## src/rtl/cmp_pkg.sv

```systemverilog
// Shared encodings for the compare blocks: FSM state and one-hot result.
// Latency: n/a (types and constants only).
// Backpressure: n/a.
package cmp_pkg;

  // Two-state sequencer: waiting for a request, or walking operand bits.
  typedef enum logic {
    ST_IDLE = 1'b0,
    ST_SCAN = 1'b1
  } state_e;

  // One-hot compare result, shared with sibling compare blocks.
  typedef enum logic [2:0] {
    LT = 3'b001,
    GT = 3'b010,
    EQ = 3'b100
  } cmp_res_e;

endpackage

```

## src/rtl/bit_cmp_cell.sv

```systemverilog
// Gate-level 1-bit magnitude comparator: lt = x<y, gt = x>y, eq = x==y.
// Latency: purely combinational.
// Backpressure: none (no handshake).
module bit_cmp_cell (
  input  logic x,
  input  logic y,
  output logic lt,
  output logic gt,
  output logic eq
);

  logic x_n;
  logic y_n;

  not  u_not_x (x_n, x);
  not  u_not_y (y_n, y);
  and  u_and_lt (lt, x_n, y);
  and  u_and_gt (gt, x, y_n);
  xnor u_xnor_eq (eq, x, y);

endmodule

```

## src/rtl/serial_mag_compare_ctrl.sv

```systemverilog
// Bit-serial unsigned magnitude compare, MSB first, through one 1-bit cell.
// Latency: done in cycle WIDTH-p+1 (early exit at diff bit p) or WIDTH+1.
// Backpressure: start is ignored while busy; no queuing of requests.
module serial_mag_compare_ctrl
  import cmp_pkg::*;
#(
  parameter int WIDTH      = 8,
  parameter bit EARLY_EXIT = 1'b1
) (
  input  logic             clk,
  input  logic             rst,
  input  logic             start,
  input  logic [WIDTH-1:0] a,
  input  logic [WIDTH-1:0] b,
  output logic             busy,
  output logic             done,
  output logic             less,
  output logic             greater,
  output logic             equal
);

  localparam int IDXW = (WIDTH > 1) ? $clog2(WIDTH) : 1;

  state_e            state_q, state_d;
  logic [IDXW-1:0]   idx_q, idx_d;
  logic [WIDTH-1:0]  ra_q, ra_d;
  logic [WIDTH-1:0]  rb_q, rb_d;
  // Sticky record of the first differing bit; both low means no difference yet.
  logic              lt_q, lt_d;
  logic              gt_q, gt_d;
  logic              done_q, done_d;
  logic [2:0]        res_q, res_d;

  logic              bit_x;
  logic              bit_y;
  logic              cell_lt;
  logic              cell_gt;
  logic              cell_eq;
  logic              scan_exit;

  // Bit-select mux feeding the single comparator cell.
  assign bit_x = ra_q[idx_q];
  assign bit_y = rb_q[idx_q];

  bit_cmp_cell u_cell (
    .x  (bit_x),
    .y  (bit_y),
    .lt (cell_lt),
    .gt (cell_gt),
    .eq (cell_eq)
  );

  // Next-state logic: accept requests, walk idx down, latch result on exit.
  always_comb begin
    state_d   = state_q;
    idx_d     = idx_q;
    ra_d      = ra_q;
    rb_d      = rb_q;
    lt_d      = lt_q;
    gt_d      = gt_q;
    res_d     = res_q;
    done_d    = 1'b0;
    scan_exit = 1'b0;

    case (state_q)
      ST_IDLE: begin
        if (start) begin
          ra_d    = a;
          rb_d    = b;
          idx_d   = IDXW'(WIDTH - 1);
          lt_d    = 1'b0;
          gt_d    = 1'b0;
          state_d = ST_SCAN;
        end
      end
      ST_SCAN: begin
        // Only the first differing bit decides; later bits cannot overwrite it.
        if (!(lt_q || gt_q)) begin
          lt_d = cell_lt;
          gt_d = cell_gt;
        end
        scan_exit = (EARLY_EXIT && !cell_eq) || (idx_q == '0);
        if (scan_exit) begin
          state_d = ST_IDLE;
          done_d  = 1'b1;
          if (lt_d) begin
            res_d = LT;
          end else if (gt_d) begin
            res_d = GT;
          end else begin
            res_d = EQ;
          end
        end else begin
          idx_d = idx_q - IDXW'(1);
        end
      end
      default: begin
        state_d = ST_IDLE;
      end
    endcase
  end

  // State and datapath registers; reset wins over everything, including mid-scan.
  always_ff @(posedge clk) begin
    if (rst) begin
      state_q <= ST_IDLE;
      idx_q   <= '0;
      ra_q    <= '0;
      rb_q    <= '0;
      lt_q    <= 1'b0;
      gt_q    <= 1'b0;
      done_q  <= 1'b0;
      res_q   <= '0;
    end else begin
      state_q <= state_d;
      idx_q   <= idx_d;
      ra_q    <= ra_d;
      rb_q    <= rb_d;
      lt_q    <= lt_d;
      gt_q    <= gt_d;
      done_q  <= done_d;
      res_q   <= res_d;
    end
  end

  assign busy    = (state_q == ST_SCAN);
  assign done    = done_q;
  assign less    = (res_q == LT);
  assign greater = (res_q == GT);
  assign equal   = (res_q == EQ);

endmodule

```

## config.mk

```make
export PLATFORM = sky130hd
export DESIGN_NAME = serial_mag_compare_ctrl
export DESIGN_NICKNAME = d
export VERILOG_FILES = /design/src/rtl/cmp_pkg.sv /design/src/rtl/bit_cmp_cell.sv /design/src/rtl/serial_mag_compare_ctrl.sv
export SDC_FILE = /design/constraint.sdc
export NUM_CORES = 1
export LEC_CHECK = 0
export CORE_MARGIN = 4
export CORE_UTILIZATION = 45
export CTS_CLUSTER_DIAMETER = 50
export DETAILED_ROUTE_END_ITERATION = 6
export PLACE_DENSITY = 0.74
export SYNTH_ARGS = -nofsm -noshare
export SYNTH_HDL_FRONTEND = slang
export SYNTH_SLANG_ARGS = --single-unit
```

## constraint.sdc

```tcl
create_clock -name clk -period 2 [get_ports clk]
set_input_delay 0.2 -clock clk [delete_from_list [all_inputs] [get_ports clk]]
set_output_delay 0.2 -clock clk [all_outputs]
set_load 0.01 [all_outputs]
```

==> results.py <==
metrics = {
    "status": {
        "status": "finished, violations left",
        "violations": "negative setup slack",
    },
    "worst_setup_path": {
        "crit_required_ns": 2.21,
        "crit_fanout": 6,
        "end_kind": "flip-flop",
        "cp-start-kind": "flip-flop",
        "crit_arrival_ns": 2.33,
        "cp_slowest_cell": "mux4_2",
        "critPathKind": "flip-flop to flip-flop",
        "slowest_delay_ns": 0.51,
        "path_cells": "mux4_2 -> mux2i_2 -> inv_2 -> ha_4 -> a21o_1 -> mux2_4",
    },
    "run": {
        "max-cap-violations": 0,
    },
    "routing": {
        "via_per_inst": 5.27,
        "routedWlPerCell_microns": 12.9,
        "ant_nets": 0,
        "drt-total-wl_microns": 2550,
        "remaining_drc_errors": 0,
        "num_vias": 1039,
        "first_pass_iters": 2,
        "drtIter0Drc": 31,
    },
    "sta": {
        "rsz0062_at_grt": "true",
        "hold_viol": 0,
        "finalCriticalPeriod_ns": 2.12,
        "fin_crit_sh_pct": 106,
        "fmax_mhz": 472,
        "clock_skew_ns": 0.0178,
        "report.final.slew_viol_count": 0,
        "setup_ws_ns": -0.120,
        "finalSetupViolCount": 5,
        "relSlewSlack_pct": 56.9,
        "worst_slew_pin_slew_ns": 0.647,
    },
    "die": {
        "start_util_pct": 48.1,
        "die_h_microns": 59.9,
        "io_pins": 24,
        "core-area_sq_mm": 0.00252,
        "die-width_microns": 59.9,
        "rows": 18,
        "die_area_sq_mm": 0.00359,
    },
    "global_route": {
        "grtUsageTotal_pct": 15.9,
        "met2_usage_pct": 25.8,
        "overflow": 0,
        "grt_antenna_before_repair": 0,
        "grt_pass1_wl_microns": 4320,
        "grt_pass1_vias": 1004,
        "busiest_layer": "met2",
        "met1_usage_pct": 19.5,
        "grt_max_degree": 20,
        "met3_usage_pct": 3.67,
    },
    "cells_and_area": {
        "fin_util_pct": 64.1,
        "n_fill_cell": 227,
        "syn_to_final_growth_pct": 33.3,
        "multiInputGateArea_sq_um": 674,
        "drive_gt1_share_pct": 19.8,
        "diodes": 0,
        "layout.nets": 192,
        "seq_area_sq_um": 528,
    },
    "placement": {
        "port_buffers": 23,
        "hpwl_microns": 1890,
        "gp_congestion": 0.787,
    },
    "cts": {
        "cts-root-buf": "clkbuf_4",
        "cts_sinks": 26,
        "tritoncts": "yes",
        "clk_latency_ns": 0.32,
        "cts_max_level": 1,
        "cts-buffers-inserted": 3,
        "clkSlewWorstSetupHoldPaths_ns": 0.14,
        "clk_path_buf_depth": 2,
    },
    "synth": {
        "yosys_most_used_dff": "dfxtp_1",
        "synth_top_area_cell": "dfxtp_1",
        "synth_xor_area_share_pct": 0,
        "synth_compound_area_share_pct": 15.9,
        "syn_inst": 136,
        "seq_area_frac_synth_pct": 42.9,
        "synth_fa_ha_area_share_pct": 5.16,
        "synth_edf_count": 0,
        "yosys.area.top_type_share_pct": 42.9,
        "avgSynthCellArea_sq_um": 8.91,
        "synth_nets": 160,
        "yosysMostFrequentCell": "nand2_1",
        "synth_mux_area_share_pct": 11.1,
        "syn-cell-area_sq_mm": 0.00121,
        "yosys_warnings": 0,
        "synthTopCellsByCount": "nand2_1, dfxtp_1, a21oi_1",
        "yosys.area_share.simple_pct": 18.9,
        "async_reset_ff_share_pct": 0,
        "ys_top_cells_by_area": "dfxtp_1, nand2_1, a21oi_1",
        "synth_top_family_by_area": "simple AND/OR/NAND/NOR gates",
        "ys_types": 30,
        "ys_ff_latch": 26,
    },
    "power_and_ir_drop": {
        "p_per_area_mw_per_mm2": 756,
        "peakVddDrop_uv": 467,
        "p_total_mw": 1.22,
        "cellLeakagePower_nw": 0.629,
    },
    "worst_hold_path": {
        "hold_class": "input port to flip-flop",
    },
}
## kinds of logic after synthesis
logic type	after synthesis
simple gates	52
compound gates	30
flops	26
buf+inv	15
mux	8
fa+ha+maj	5
## final timing paths
kind | from | end | slack (ns) | cells after the start
hold reg to reg | rb_q[1] | rb_q[1] | 0.46 | 2
setup reg to reg | idx_q[0] | res_q[2] | -0.12 | 6
hold / removal | b[4] | rb_q[4] | 0.41 | 3
setup / recovery | idx_q[0] | res_q[2] | -0.12 | 6
## per-stage QoR
stage | instance area (sq um) | setup WS, ns | TNS, ns | hold WS (ns) | std cells
global placement | 1520 | -0.0673 | -0.0979 | 0.447 | 188
CTS | 1580 | -0.0970 | -0.302 | 0.400 | 196
global route | 1620 | -0.184 | -0.920 | 0.386 | 197
detailed placement | 1520 | -0.160 | -0.303 | 0.450 | 188
floorplan | 1250 | -0.0644 | -0.0644 | 0.336 | 136
finish | 1620 | -0.120 | -0.322 | 0.405 | 197
## layout make-up
type	count	share of cell area [%]
well taps	30	2.32
clock buffers	4	1.63
inverters	6	1.39
repair buffers	36	20.3
multi-input cells	95	41.7
flip-flops and latches	26	32.7
## state kept, by name (all words and copies together) (netlist names)
signal and flops:
rb_q 8, res_q 3, idx_q 3, gt_q 1, ra_q 8, busy 1, lt_q 1, done 1
## layout by cell type, fill, tap and decap left out, types with 3 or more instances in the layout
master            n
nand2b_1          3
nor2_1            5
clkdlybuf4s50_1  23
ha_1              3
buf_4            13
mux4_2            4
clkbuf_4          3
nor2b_1           3
dfxtp_1          24
nand2_1          34
inv_1             5
a21oi_1          17
## critical path, delay by kind of cell, from the launching register on
family | cells | cell delay, ns
compound gates | 1 | 0.18
mux | 3 | 1.03
fa+ha+maj | 1 | 0.31
buf+inv | 1 | 0.08
flops | 1 | 0.41
## layer usage
metal / up-vias / routed length (microns)
met4: 0 / 17
met5: - / 0
met3: 2 / 106
met1: 488 / 1120
met2: 19 / 1300
li1: 530 / -
## where the power goes
| part | switching, mW | internal (mW) | leakage, nW | total, mW |
|---|---|---|---|---|
| Clock | 0.146 | 0.0778 | 0.0150 | 0.224 |
| Sequential | 0.0436 | 0.564 | 0.215 | 0.607 |
| Combinational | 0.168 | 0.224 | 0.399 | 0.392 |
| Total | 0.358 | 0.865 | 0.629 | 1.22 |
## what timing repair did
| item | CTS | global route |
|---|---|---|
| setup endpoints to repair | 7 | 7 |
| pin swaps | 4 | 4 |
| hold buffers | 0 | 0 |
| buffers inserted | 4 | 1 |
| resized for setup | 4 | 7 |
(Power assumes the default switching activity.)
